$ cat config.mk
export PLATFORM = sky130hd
export DESIGN_NAME = sub_64_bit_seq
export DESIGN_NICKNAME = d
export VERILOG_FILES = /design/src/rtl/sub_64_bit_seq.sv
export SDC_FILE = /design/constraint.sdc
export NUM_CORES = 1
export LEC_CHECK = 0
export CAP_MARGIN = 0
export CORE_MARGIN = 2
export CORE_UTILIZATION = 45
export DETAILED_ROUTE_END_ITERATION = 16
export PLACE_DENSITY_LB_ADDON = 0.2
export SYNTH_ARGS = -nofsm -noshare
export SYNTH_HDL_FRONTEND = slang
export SYNTH_SLANG_ARGS = --single-unit
$ cat constraint.sdc
create_clock -name clk -period 7.65 [get_ports clk]
set_input_delay 0.765 -clock clk [delete_from_list [all_inputs] [get_ports clk]]
set_output_delay 0.765 -clock clk [all_outputs]
set_load 0.05 [all_outputs]
$ cat src/rtl/sub_64_bit_seq.sv
// Sequential 64-bit subtractor: diff = a + ~b + 1, one SLICE_W-bit slice per clock,
// least-significant slice first, with Y86 overflow/zero/sign flags and raw carry-out.
module sub_64_bit_seq #(
    parameter int SLICE_W = 16
) (
    input  logic        clk,
    input  logic        rst,
    input  logic        start,
    input  logic [63:0] a,
    input  logic [63:0] b,
    output logic        busy,
    output logic        done,
    output logic [63:0] diff,
    output logic        overflow,
    output logic        zero,
    output logic        sign,
    output logic        carry_out
);

    localparam int N  = 64 / SLICE_W;
    localparam int CW = (N > 1) ? $clog2(N) : 1;
    localparam logic [CW-1:0] LAST = CW'(N - 1);

    typedef enum logic [1:0] {
        ST_IDLE = 2'd0,
        ST_RUN  = 2'd1,
        ST_DONE = 2'd2
    } state_e;

    state_e          state_q, state_d;
    logic [63:0]     opa_q, opa_d;
    logic [63:0]     opb_n_q, opb_n_d;
    logic [63:0]     res_q, res_d;
    logic            carry_q, carry_d;
    logic [CW-1:0]   cnt_q, cnt_d;
    logic [63:0]     diff_q, diff_d;
    logic            ovf_q, ovf_d;
    logic            zero_q, zero_d;
    logic            sign_q, sign_d;
    logic            cout_q, cout_d;

    logic            accept_s;
    logic            last_s;
    int              idx_s;
    logic [SLICE_W:0] sum_s;

    // Start is honoured only outside RUN; busy operations never queue a request.
    assign accept_s = start && ((state_q == ST_IDLE) || (state_q == ST_DONE));
    assign last_s   = (cnt_q == LAST);

    // State register and datapath flops.
    always_ff @(posedge clk or posedge rst) begin
        if (rst) begin
            state_q <= ST_IDLE;
            opa_q   <= 64'd0;
            opb_n_q <= 64'd0;
            res_q   <= 64'd0;
            carry_q <= 1'b0;
            cnt_q   <= '0;
            diff_q  <= 64'd0;
            ovf_q   <= 1'b0;
            zero_q  <= 1'b0;
            sign_q  <= 1'b0;
            cout_q  <= 1'b0;
        end else begin
            state_q <= state_d;
            opa_q   <= opa_d;
            opb_n_q <= opb_n_d;
            res_q   <= res_d;
            carry_q <= carry_d;
            cnt_q   <= cnt_d;
            diff_q  <= diff_d;
            ovf_q   <= ovf_d;
            zero_q  <= zero_d;
            sign_q  <= sign_d;
            cout_q  <= cout_d;
        end
    end

    // Next-state logic.
    always_comb begin
        state_d = state_q;
        case (state_q)
            ST_IDLE: state_d = accept_s ? ST_RUN : ST_IDLE;
            ST_RUN:  state_d = last_s ? ST_DONE : ST_RUN;
            ST_DONE: state_d = accept_s ? ST_RUN : ST_IDLE;
            default: state_d = ST_IDLE;
        endcase
    end

    // Slice adder, operand capture and completion-edge result/flag update.
    always_comb begin
        opa_d   = opa_q;
        opb_n_d = opb_n_q;
        res_d   = res_q;
        carry_d = carry_q;
        cnt_d   = cnt_q;
        diff_d  = diff_q;
        ovf_d   = ovf_q;
        zero_d  = zero_q;
        sign_d  = sign_q;
        cout_d  = cout_q;
        idx_s   = int'(cnt_q) * SLICE_W;
        sum_s   = {1'b0, opa_q[idx_s +: SLICE_W]} + {1'b0, opb_n_q[idx_s +: SLICE_W]}
                + {{SLICE_W{1'b0}}, carry_q};
        if (accept_s) begin
            opa_d   = a;
            opb_n_d = ~b;
            carry_d = 1'b1;
            cnt_d   = '0;
        end else if (state_q == ST_RUN) begin
            res_d[idx_s +: SLICE_W] = sum_s[SLICE_W-1:0];
            carry_d = sum_s[SLICE_W];
            if (last_s) begin
                cnt_d  = '0;
                diff_d = res_d;
                cout_d = sum_s[SLICE_W];
                sign_d = res_d[63];
                zero_d = ~|res_d;
                // opb_n holds ~b, so equal top bits of opa/opb_n mean a[63] != b[63].
                ovf_d  = (opa_q[63] == opb_n_q[63]) && (res_d[63] != opa_q[63]);
            end else begin
                cnt_d = cnt_q + CW'(1);
            end
        end else begin
            cnt_d = cnt_q;
        end
    end

    // Output decode; all outputs come straight from flops.
    always_comb begin
        busy      = (state_q == ST_RUN);
        done      = (state_q == ST_DONE);
        diff      = diff_q;
        overflow  = ovf_q;
        zero      = zero_q;
        sign      = sign_q;
        carry_out = cout_q;
    end

endmodule

# ---- Word level (Yosys, flattened, before mapping)
# Cells that the tools add are included.
dict set report word_totals {
  ff_bits 265
  word_cells 45
  in_bits 131
  out_inout_bits 70
}
dict set report op_classes {
  n_mux 9
  n_eq_ne 5
  addsub 4
  shifts 4
  n_reduce_logical 10
  bitwise 2
}
# operator count
set op_table {}
lappend op_table {{variable part select 64 x 7 -> 16 bit} 2}
lappend op_table {{bitwise mux 64 bit} 1}
lappend op_table {{inverter 64 bit} 1}
lappend op_table {{OR reduction 64 bit} 1}
lappend op_table {{variable shift 16 x 33 -> 64 bit (first input constant)} 1}
lappend op_table {{variable part select 16 x 33 -> 64 bit} 1}
lappend op_table {{negation 6 -> 33 bit} 1}
lappend op_table {{adder 16 x 16 -> 17 bit} 1}
lappend op_table {{adder 17 x 1 -> 17 bit} 1}
lappend op_table {{two-way mux 2 bit} 4}
lappend op_table {{== test 2 bit (second input constant)} 2}
lappend op_table {{one-hot mux 2 bit (2 select lines)} 1}
lappend op_table {{two-way mux 1 bit} 3}
lappend op_table {{AND reduction 3 bit} 1}
lappend op_table {{adder 2 x 1 -> 2 bit (second input constant)} 1}
lappend op_table {{== test 2 x 1 -> 1 bit (second input constant)} 1}
lappend op_table {{logical AND 1 bit} 2}
lappend op_table {{zero test 2 bit} 1}
lappend op_table {{AND reduction 2 bit} 1}
lappend op_table {{nonzero test 2 bit} 1}
lappend op_table {{OR reduction 2 bit} 1}
lappend op_table {{== test 1 bit} 1}
lappend op_table {{zero test 1 bit} 1}
lappend op_table {{logical OR 1 bit} 1}
lappend op_table {{other kinds (2)} 2}

# ---- Longest topological paths before layout
dict set report logic_depth {
  word_depth 7
  mapped_depth 14
  mapped_depth_nobuf 12
}

# ---- Least setup slack after synthesis
# OpenSTA, ideal clock, no wires.
dict set report synth_path {
  path_type {register to register}
  startpoint {register cnt_q[0]}
  endpoint {register zero_q, in the netlist zero}
  setup_ps 92
  slack_ps 3392
  path_buffers 2
  stages_incl_launch_ff 14
  arrival_ps 4166
  synth_period_minus_slack_ps 4258
  required_time_ps 7558
  path_cell_list {dfrtp_1 > buf_4 > buf_1 > mux4_2 > fa_1 > a211o_1 > a21o_1 > and2_0 > a221o_1 > a2111oi_2 > o2111ai_1 > nor4_1 > nand4_1 > o31ai_2}
}
dict set report synth_between {
  elab_chain_cells 7
  word_cells_on_any_way 12
  cone_classes {add/sub (3); eq/ne (1); shift (4); mux (1); reduce/logical (3)}
}
# element line
set synth_lines {}
lappend synth_lines {{start, declared} 35} ;# logic [CW-1:0] cnt_q, cnt_d;
lappend synth_lines {{start signal, assigned} 71} ;# cnt_q <= cnt_d;
lappend synth_lines {{variable part select 64 x 7 -> 16 bit} 104} ;# sum_s = {1'b0, opa_q[idx_s +: SLICE_W]} + {1'b0, opb_n_q[idx_s +: SLICE_W]}
lappend synth_lines {{adder 16 x 16 -> 17 bit} 104}
lappend synth_lines {{adder 17 x 1 -> 17 bit} 105} ;# + {{SLICE_W{1'b0}}, carry_q};
lappend synth_lines {{variable part select 16 x 33 -> 64 bit} 112} ;# res_d[idx_s +: SLICE_W] = sum_s[SLICE_W-1:0];
lappend synth_lines {{bitwise mux 64 bit} 112}
lappend synth_lines {{OR reduction 64 bit} 119} ;# zero_d = ~|res_d;
lappend synth_lines {{zero test 1 bit} 119}
lappend synth_lines {{end signal, assigned} 74} ;# zero_q <= zero_d;
lappend synth_lines {{end, declared} 38} ;# logic zero_q, zero_d;
# Parallel ways exist; a longest one is shown, timed or not.
# A chain may end at the register's enable or synchronous reset.

# ---- Final worst setup path
# Ends and elaborated chain as after synthesis.

==> reports/qor.txt <==
Crit Path Max Fanout: 28
Crit. End Element: flop
top cell type's share of synthesized area: 0.549
CP max stage delay: 0.87 ns
Mapped Cells: 1206
post-layout minimum cycle time: 5.15 ns
CP most frequent cell: fa_1
Iter 0 DRT Violations: 826
residual DRC count: 0
Hold Path Stages: 2
max-cap violations: 0
Total Routing Usage GR: 0.231
# resized after CTS: 0
Mean Syn Cell Area: 9.99 um^2
Setup WS post-layout: 2.50 ns
hpwl dp: 22700 um
CP Data Arrival Time: 5.60 ns
period utilisation layout: 0.673
synthesis-to-finish area growth: 26.3%
gp weighted congestion: 0.880
core area: 26100 um^2
Syn Nets: 1360
Layout Nets: 1519
RSZ-0062 raised after global routing: no
min-delay src: opa_q[43]
worst reg2reg path depth: 13
Crit path required time: 8.10 ns
DRT Pass-1 Iters: 5
clock sink total: 264
Worst Setup Slack post-DPL: 2.49 ns
Synth cell types: 59
CP startpoint: cnt_q[0]
WHS Endpoint: opa_q[43]
top post-synthesis cells by count: nand2_1, dfrtp_1, o21ai_0
Vert. Die Dim: 168 um
vias: 9483
vias in the first global route: 9332
# diodes: 0
clk_skew: 0.00748 ns
first-pass GRT wire length: 51300 um
Clk Latency, worst-skew pair: 0.54 ns
Top FF cell, synth: dfrtp_1
Peak Freq: 0.194 GHz
sequential-to-total area share from yosys stat: 0.549
FF+latch count, synth: 264
number of flops mapped to enable cells by yosys: 0
Routed Wire Length: 32300 um
I/O Buffers: 200
# setup viols final: 0
Die ar.: 28100 um^2
Yosys top cell by area: dfrtp_1
Startpoint Class: flop
largest net degree at the start of global routing: 146
cts bufs inserted: 28
vias per cell: 5.52
Reg2Reg Launch Point: cnt_q[0]
r2r endpoint: zero
worst slew pin tran: 1.18 ns
initial antenna violation count: 0
critical path cell sequence: buf_4, mux4_2, fa_1, fa_1, a211oi_1, o21ai_1, a31o_2, a31oi_1, xnor2_1, a22oi_1, and2_1, nand4_1, o31ai_2
Post-Route Setup TNS: 0 ns
top-count cell post-synth: nand2_1
Worst path top cell family by delay: compound AO/OA/AOI/OAI gates
I/O pin count: 201
layout cells sized above 1: 0.0780
top cells by area, synth: dfrtp_1, nand2_1, o21ai_0, mux4_2, a22oi_1
status: finished, final reports clean
Die X: 168 um
Hold WC Path Type: reg -> reg
Avg WL per Cell: 18.8 um
H-tree depth: 1
clk root buf: clkbuf_16
grt ovf: 0
Final Max Slew Viols: 0
Post-Syn Area: 12000 um^2
ys async rst share: 1.00
CTS max path bufs: 3
Post-DRT Antenna Nets: 0
final design utilization: 0.582
Core Rows: 59
Buffers & Inverters on Critical Path: 1
R2R setup slack: 2.50 ns
Reg clk slew, reported paths: 0.06 ns
CP max stage cell: dfrtp_2
final hold violations: 0
CTS tree: yes
Starting Density: 0.461
Max-slew headroom: 0.209
Setup Buffers After CTS: 0
hold buffers post-CTS: 0
yosys warns: 0
worst setup path category: reg -> reg
## area by class of cell
cell class / instances / area (um^2)
tap: 335 / 419
multi-input combinational: 848 / 5100
fill: 2283 / 10900
sequential: 264 / 6610
clock inverter: 7 / 65.1
clock buffer: 42 / 875
inverter: 12 / 48.8
timing repair buffer: 211 / 2100
## per-layer routing
metal	GRT usage	part of all wire	vias to the layer above	routed length, um
li1	-	-	4516	-
met1	0.328	0.45	4572	14500
met2	0.372	0.46	329	15000
met3	0.0333	0.057	66	1840
met4	0.0665	0.029	0	939
met5	0	0	-	0
## state kept, by name, summed over array words and instances (netlist names)
name / cells
opa_q: 64
overflow: 1
carry_out: 1
diff: 64
cnt_q: 2
state_q: 2
carry_q: 1
res_q: 64
zero: 1
opb_n_q: 64
## per-stage QoR
stage	hold slack [ns]	area [um^2]	std cells
after floorplan	0.440	12000	1206
final	0.470	15200	1719
after CTS	0.474	15200	1719
after global routing	0.490	15200	1719
after global placement	0.453	14300	1670
after detailed placement	0.459	14300	1670
## worst reg2reg max path: stages (launching register included)
cell	delay (ns)
dfrtp_2	0.87
buf_4	0.47
mux4_2	0.57
fa_1	0.42
fa_1	0.44
a211oi_1	0.34
o21ai_1	0.19
a31o_2	0.28
a31oi_1	0.35
xnor2_1	0.38
a22oi_1	0.28
and2_1	0.17
nand4_1	0.11
o31ai_2	0.20
## placed cells by master, fill, tap and decap left out, types with 10 or more instances in the layout
master / synthesis / layout
clkbuf_8: 0 / 10
dfrtp_1: 264 / 262
inv_1: 12 / 11
o21ai_0: 166 / 166
buf_4: 2 / 10
nor3_1: 10 / 10
ha_1: 21 / 21
nor2_1: 20 / 20
mux4_2: 32 / 32
nand2_1: 373 / 372
a22o_1: 35 / 35
clkbuf_16: 0 / 29
a22oi_1: 48 / 48
a21oi_1: 27 / 27
clkdlybuf4s50_1: 0 / 200
## kinds of logic after synthesis
group                      count (synthesis)  share of synthesized area
xor gates and xnor gates                  15                     0.0115
and+or+nand+nor                          453                      0.154
DFF                                      264                      0.549
AOI/OAI and AO/OA                        324                      0.169
muxes                                     33                     0.0607
buffers and inverters                     94                     0.0306
adders and majority gates                 23                     0.0251
## worst max-delay path by stage
stage                end  cells after the start  slack (ns)
floorplan           zero                     13        3.39
global placement    zero                     12        2.56
detailed placement  zero                     13        2.49
CTS                 zero                     13        2.46
global route        zero                     13        2.08
finish              zero                     13        2.50
Power is not shown: default switching activity piles up to over one toggle a cycle in this logic, so the estimate is an artifact.
